===== config.mk =====
export PLATFORM = sky130hd
export DESIGN_NAME = lsb_debounce
export DESIGN_NICKNAME = d
export VERILOG_FILES = /design/src/rtl/lsb_debounce_pkg.sv /design/src/rtl/lsb_debounce_deb_cell.sv /design/src/rtl/lsb_debounce.sv
export SDC_FILE = /design/constraint.sdc
export NUM_CORES = 1
export LEC_CHECK = 0
export ABC_AREA = 1
export ABC_CLOCK_PERIOD_IN_PS = 3500
export CAP_MARGIN = 30
export CORE_MARGIN = 10
export CORE_UTILIZATION = 45
export CTS_BUF_LIST = sky130_fd_sc_hd__clkbuf_2
export DETAILED_ROUTE_END_ITERATION = 10
export GPL_TIMING_DRIVEN = 0
export HOLD_SLACK_MARGIN = 0.1
export PLACE_DENSITY = 0.68
export SLEW_MARGIN = 25
export SYNTH_ARGS = -nofsm -noshare
export SYNTH_HDL_FRONTEND = slang
export SYNTH_SLANG_ARGS = --single-unit

===== constraint.sdc =====
create_clock -name clk -period 3.5 [get_ports clk]
set_input_delay 0.525 -clock clk [delete_from_list [all_inputs] [get_ports clk]]
set_output_delay 0.525 -clock clk [all_outputs]
set_load 0.005 [all_outputs]

===== src/rtl/lsb_debounce_pkg.sv =====
// lsb_debounce_pkg: register field positions and read-word packing for the debounce block.
package lsb_debounce_pkg;
  localparam int LSBD_SWI_LO_LSB = 0;
  localparam int LSBD_SWI_LO_MSB = 7;
  localparam int LSBD_BTN_LSB    = 8;
  localparam int LSBD_BTN_MSB    = 11;
  localparam int LSBD_PRESS_LSB  = 12;
  localparam int LSBD_PRESS_MSB  = 15;
  localparam int LSBD_SWI_HI_LSB = 16;
  localparam int LSBD_SWI_HI_MSB = 25;
  localparam int LSBD_REL_LSB    = 26;
  localparam int LSBD_REL_MSB    = 29;

  function automatic logic [31:0] lsbd_pack(input logic [3:0] rel, input logic [17:0] swi,
                                            input logic [3:0] press, input logic [3:0] btn);
    logic [31:0] w;
    w = '0;
    w[LSBD_SWI_LO_MSB:LSBD_SWI_LO_LSB] = swi[7:0];
    w[LSBD_BTN_MSB:LSBD_BTN_LSB]       = btn;
    w[LSBD_PRESS_MSB:LSBD_PRESS_LSB]   = press;
    w[LSBD_SWI_HI_MSB:LSBD_SWI_HI_LSB] = swi[17:8];
    w[LSBD_REL_MSB:LSBD_REL_LSB]       = rel;
    return w;
  endfunction
endpackage


===== src/rtl/lsb_debounce_deb_cell.sv =====
// deb_cell: one-bit debouncer; level follows raw after DEB_TICKS consecutive differing ticks.
module deb_cell #(
  parameter int DEB_TICKS = 10
) (
  input  logic clk,
  input  logic rst,
  input  logic tick,
  input  logic raw,
  output logic deb
);
  logic       deb_q, deb_d, last;
  logic [7:0] cnt_q, cnt_d;
  always_comb begin
    last  = tick && (raw != deb_q) && (cnt_q == 8'(DEB_TICKS - 1));
    deb_d = last ? raw : deb_q;
    cnt_d = (raw == deb_q || last) ? 8'd0 : tick ? cnt_q + 8'd1 : cnt_q;
  end
  always_ff @(posedge clk) begin
    if (rst) begin
      deb_q <= 1'b0;
      cnt_q <= 8'd0;
    end else begin
      deb_q <= deb_d;
      cnt_q <= cnt_d;
    end
  end
  assign deb = deb_q;
endmodule


===== src/rtl/lsb_debounce.sv =====
// lsb_debounce: debounces LSB button/switch inputs, detects button edges, exposes
// sticky press/release flags on the IO bus with write-1-to-clear.
module lsb_debounce
  import lsb_debounce_pkg::*;
#(
  parameter int TICK_DIV  = 50000,
  parameter int DEB_TICKS = 10
) (
  input  logic        clk,
  input  logic        rst,
  input  logic        stb,
  input  logic        we,
  input  logic [31:0] data_in,
  output logic [31:0] data_out,
  output logic        ack,
  input  logic [3:0]  btn_in,
  input  logic [17:0] swi_in,
  output logic [3:0]  btn_deb,
  output logic [17:0] swi_deb,
  output logic [3:0]  btn_press,
  output logic        btn_evt
);
  localparam int DW = $clog2(TICK_DIV);
  logic [DW-1:0] div_q, div_d;
  logic          tick, rd, wr;
  logic [21:0]   raw, deb;
  logic [3:0]    prev_q, prev_d, press_q, press_d, press_f_q, press_f_d, rel_f_q, rel_f_d;
  logic [3:0]    clr_p, clr_r;
  logic          unused_data_in;
  assign tick = div_q == DW'(TICK_DIV - 1);
  assign raw  = {swi_in, btn_in};
  for (genvar i = 0; i < 22; i++) begin : g_cell
    deb_cell #(.DEB_TICKS(DEB_TICKS)) u_cell (
      .clk (clk),
      .rst (rst),
      .tick(tick),
      .raw (raw[i]),
      .deb (deb[i])
    );
  end
  // Edge pulses and flag sets land on the same clock edge; a set beats a same-cycle clear.
  always_comb begin
    rd        = stb & ~we;
    wr        = stb & we;
    div_d     = tick ? '0 : div_q + DW'(1);
    clr_p     = wr ? data_in[LSBD_PRESS_MSB:LSBD_PRESS_LSB] : 4'd0;
    clr_r     = wr ? data_in[LSBD_REL_MSB:LSBD_REL_LSB] : 4'd0;
    press_d   = deb[3:0] & ~prev_q;
    prev_d    = deb[3:0];
    press_f_d = (press_f_q & ~clr_p) | press_d;
    rel_f_d   = (rel_f_q & ~clr_r) | (~deb[3:0] & prev_q);
  end
  always_ff @(posedge clk) begin
    if (rst) begin
      div_q     <= '0;
      prev_q    <= '0;
      press_q   <= '0;
      press_f_q <= '0;
      rel_f_q   <= '0;
    end else begin
      div_q     <= div_d;
      prev_q    <= prev_d;
      press_q   <= press_d;
      press_f_q <= press_f_d;
      rel_f_q   <= rel_f_d;
    end
  end
  assign unused_data_in = ^{data_in[31:30], data_in[25:16], data_in[11:0]};
  assign btn_deb   = deb[3:0];
  assign swi_deb   = deb[21:4];
  assign btn_press = press_q;
  assign btn_evt   = |press_f_q;
  assign ack       = stb;
  assign data_out  = rd ? lsbd_pack(rel_f_q, deb[21:4], press_f_q, deb[3:0]) : 32'd0;
endmodule


# == Word level (Yosys, flattened, before mapping) ==
# Cells that the tools add are included.
# totals
mem_bits_rw,0
reg_bits,230
out_inout_bits,60
romBits,0
mem_count,0
latch_bits,0
word_cells,245
# classes
shifts,0
n_mul,0
n_reduce_logical,90
n_bitwise,13
add_sub_neg,23
eq_ne,67
muxes,3
n_div,0
order_cmp,0
# ops
cell,n
$add A8 B1 Y8 const B,22
$eq A8 B4 Y1 const B,22
$reduce_or A2 Y1,23
$logic_and A1 B1 Y1,44
$mux W30,1
$eq A1 B1 Y1,22
$logic_or A1 B1 Y1,22
$ne A1 B1 Y1,22
$add A16 B1 Y16 const B,1
$and A4 B4 Y4,4
$eq A16 B16 Y1 const B,1
$not A4 Y4,4
$mux W4,2
$or A4 B4 Y4,2
$reduce_or A4 Y1,1
$and A1 B1 Y1,2
$not A1 Y1,1

# == Logic depth before layout (Yosys ltp) ==
# depth
word_depth,5
ltp_mapped,12

# == By module ==
# From an unflattened synthesis, not the netlist that was laid out.
# hier_totals
hier_cells,2019
hier_area_um2,13048.8
# modules_own_cells
mod,cells_per_inst,area_each_um2,n_inst
deb_cell,80,518.0,22
lsb_debounce,259,1652.8,1

# == Worst setup path before layout ==
# OpenSTA, ideal clock, no wires.
# synth_timing
path_kind,input port to output port
startpoint,in we
endpoint,out data_out[0]
path_buffers,2
cell_stages,5
slack_ps,1737
arrival_time_ps,1238
cell_sequence,clkbuf_1 inv_1 nand2_1 clkbuf_1 nor2_1
# synth_via
elab_chain_cells,3
# synth_rtl
element,line_no,rtl
from (decl),lsb_debounce.sv:12,"input logic we,"
$not A1 Y1,lsb_debounce.sv:43,rd = stb & ~we;
$and A1 B1 Y1,lsb_debounce.sv:43,
$mux W30,lsb_debounce.sv:74,"assign data_out = rd ? lsbd_pack(rel_f_q, deb[21:4], press_f_q, deb[3:0]) : 32'd0;"
to (decl),lsb_debounce.sv:14,"output logic [31:0] data_out,"
# Every way passes these cells.

# == Final worst setup path ==
# layout_timing
startpoint,in we
endpoint,out data_out[9]
# Same word-level chain as after synthesis.

==> run metrics <==
run status=finished, final reports clean; row cnt=66; Routed WL=40,100 um; global-route wire length before repair=65,000 um; Slew @ Worst Pin=0.918 ns; post-route setup slack=0.655 ns; CTS Buf Count=68; grt total ovfl=0; CTS root buf=clkbuf_2; pwr dens=288 nW/um^2; slew margin rel.=38.8%; detailed-router iteration count before antenna repair=6; unrepaired setup endpoints after global routing=false; vias in the first global route=13,600; die area=40,600 sq um; CTS HTree Levels=3; Die W=202 um; TNS Setup=0 ns; # hold bufs at CTS=0; Worst EP required=2.97 ns; area growth from synthesis to layout=13.9%; multi-input logic area=8000 sq um; dpl ws=0.568 ns; drt drc=0; final-stage net count=2,807; layout cells sized above 1=6.73%; Die Height=202 um; utilization after layout=51.9%; sequential cell area=4600 sq um; synth warn=0; DR WL met2=18,800 um; drt via density=4.66; clk sinks=230; maxcap violations=0; vias post-DR=14,900; initial antenna violation count=1; Slew Viols, Final=0; GPL Wtd Cong=0.891; Yosys reg bits=230; initial core utilization=45.6%; IO Port Bufs=89; Crit Path Max Fanout=10; clk slew on worst S/H paths=0.09 ns; wire per inst=12.6 um; critical path capture point type=output pin; Final ANT Viol Nets=0; largest net degree at the start of global routing=11; Worst-Skew Late Latency=0.86 ns; Setup Fix Bufs, Post-CTS=0; clk buf depth=3; Syn Area/Cell=5.83 sq um; routed wl met3=2180 um; maximum VDD drop=0.212 mV; crit start category=primary input; fill count=3,453; core area=32,500 sq um; critical path class=primary input to output pin; post-route design area=16,900 sq um; Clock Skews=0.0695 ns; Distinct cells, synth=29; CTS tree=built; placed wire-length estimate=28,600 um; initial DRC count=714; Mapped Cells=2,543; Fin. Hold Viols=0; Fmax=352 MHz; WP data arrival=2.32 ns; Tcrit/Tclk final=81.3%; Seq/Total Area, Yosys=31.1%; PostCTS Resize Cnt=0; Hold WC Path Type=primary input to flip-flop; HP Start=we; GRT Util Overall=19.3%; # setup viols final=0; post-place instance area=16,300 sq um; M1 WL=17,800 um; Max Used Layer=met4; Mapped Area=14,800 sq um; CP startpoint=we; FF-to-FF Start=div_q[0]$_SDFF_PP0_; leakage=0.00856 uW; # IOs=118; min Tclk post-route=2.84 ns
cells by family after synthesis:
| logic type | count (synthesis) | synth area share (%) |
|---|---|---|
| simple gates | 1579 | 42.8 |
| buf+inv | 544 | 15.0 |
| flops | 230 | 31.1 |
| xor+xnor | 84 | 4.96 |
| compound gates | 60 | 2.30 |
| fa+ha+maj | 45 | 3.80 |
| other cells | 1 | 0.0253 |
metrics by stage:
stage | power, uW | hold slack (ns) | std cells
2_1_floorplan | 2770 | 0.418 | 2544
3_3_place_gp | 2850 | 0.429 | 3075
3_5_place_dp | 2860 | 0.440 | 3076
4_1_cts | 4930 | 0.107 | 3189
5_1_grt | 5090 | 0.155 | 3190
6_report | 4860 | 0.191 | 3190
path summary, 6_finish.rpt:
path | to | slack, ns | cells past startpoint
min | press_f_q[3]$_SDFF_PP0_ | 0.19 | 4
min reg2reg | div_q[0]$_SDFF_PP0_ | 0.46 | 1
max reg2reg | g_cell[5].u_cell.cnt_q[5]$_SDFFE_PP0P_ | 1.09 | 12
max | data_out[9] | 0.66 | 6
worst max-delay path: stages:
cell	delay, ns
clkbuf_1	0.29
inv_1	0.08
nand2_1	0.10
clkbuf_1	0.65
nor2_1	0.16
clkdlybuf4s50_1	0.50
area by class of cell:
class	count	area share [%]
diodes	1	0.0148
plain buffers	99	3.29
flip-flops and latches	230	27.3
multi-input cells	1770	47.4
inverters	445	9.89
clock inverters	15	0.645
clock buffers	98	2.90
well taps	442	3.28
repair buffers	90	5.34
metal layers:
layer	global-route usage, %	vias to the layer above
met3	3.42	80
met2	32.8	311
met5	0	-
met1	23.4	6632
li1	-	7838
met4	8.13	0
where the power goes:
group / leakage (uW) / total [uW] / internal [uW] / switching, uW
Sequential: 0.00185 / 2620 / 2620 / 1.74
Combinational: 0.00625 / 175 / 65.2 / 109
Clock: 0.000461 / 2070 / 884 / 1180
sequential cells by signal, summed over array words and instances (netlist names):
register and count:
div_q 16, prev_q 4, btn_press 4, press_f_q 4, g_cell.u_cell.cnt_q 176, rel_f_q 4
g_cell.u_cell.deb 22
cells in the mapped netlist:
cell / number / share of area [%]
nor3_1: 8 / 0.27
nand2_2: 1 / 0.042
clkbuf_1: 32 / 0.81
buf_1: 3 / 0.076
inv_1: 440 / 11
o21bai_2: 1 / 0.076
buf_6: 3 / 0.23
a21oi_1: 43 / 1.5
clkinv_1: 1 / 0.025
o21bai_1: 14 / 0.71
nor3b_1: 15 / 0.76
or2_2: 6 / 0.25
nor2_1: 331 / 8.4
o21ai_0: 2 / 0.068
buf_2: 27 / 0.91
buf_4: 34 / 1.7
nand3b_1: 12 / 0.61
nand4_1: 48 / 2.0
nand3_2: 1 / 0.068
nand2_1: 1040 / 26
inv_2: 4 / 0.10
xnor2_1: 9 / 0.53
nor2_2: 2 / 0.084
dfxtp_1: 230 / 31
nand3_1: 112 / 3.8
nor2_4: 3 / 0.23
conb_1: 1 / 0.025
ha_1: 45 / 3.8
xor2_1: 75 / 4.4
placed cells by master, fill, tap and decap left out:
master	synthesis	routed
a21oi_1	43	43
buf_1	3	3
buf_2	27	27
buf_4	34	34
buf_6	3	4
bufinv_16	0	2
clkbuf_1	32	32
clkbuf_2	0	98
clkdlybuf4s50_1	0	89
clkinv_1	1	12
conb_1	1	2
dfxtp_1	230	230
diode_2	0	1
ha_1	45	45
inv_1	440	440
inv_2	4	6
nand2_1	1040	1040
nand2_2	1	1
nand3_1	112	112
nand3_2	1	1
nand3b_1	12	12
nand4_1	48	48
nor2_1	331	331
nor2_2	2	2
nor2_4	3	3
nor3_1	8	8
nor3b_1	15	15
o21ai_0	2	2
o21bai_1	14	14
o21bai_2	1	1
or2_2	6	6
xnor2_1	9	9
xor2_1	75	75
Note: power is estimated with default switching activity, not from simulation.
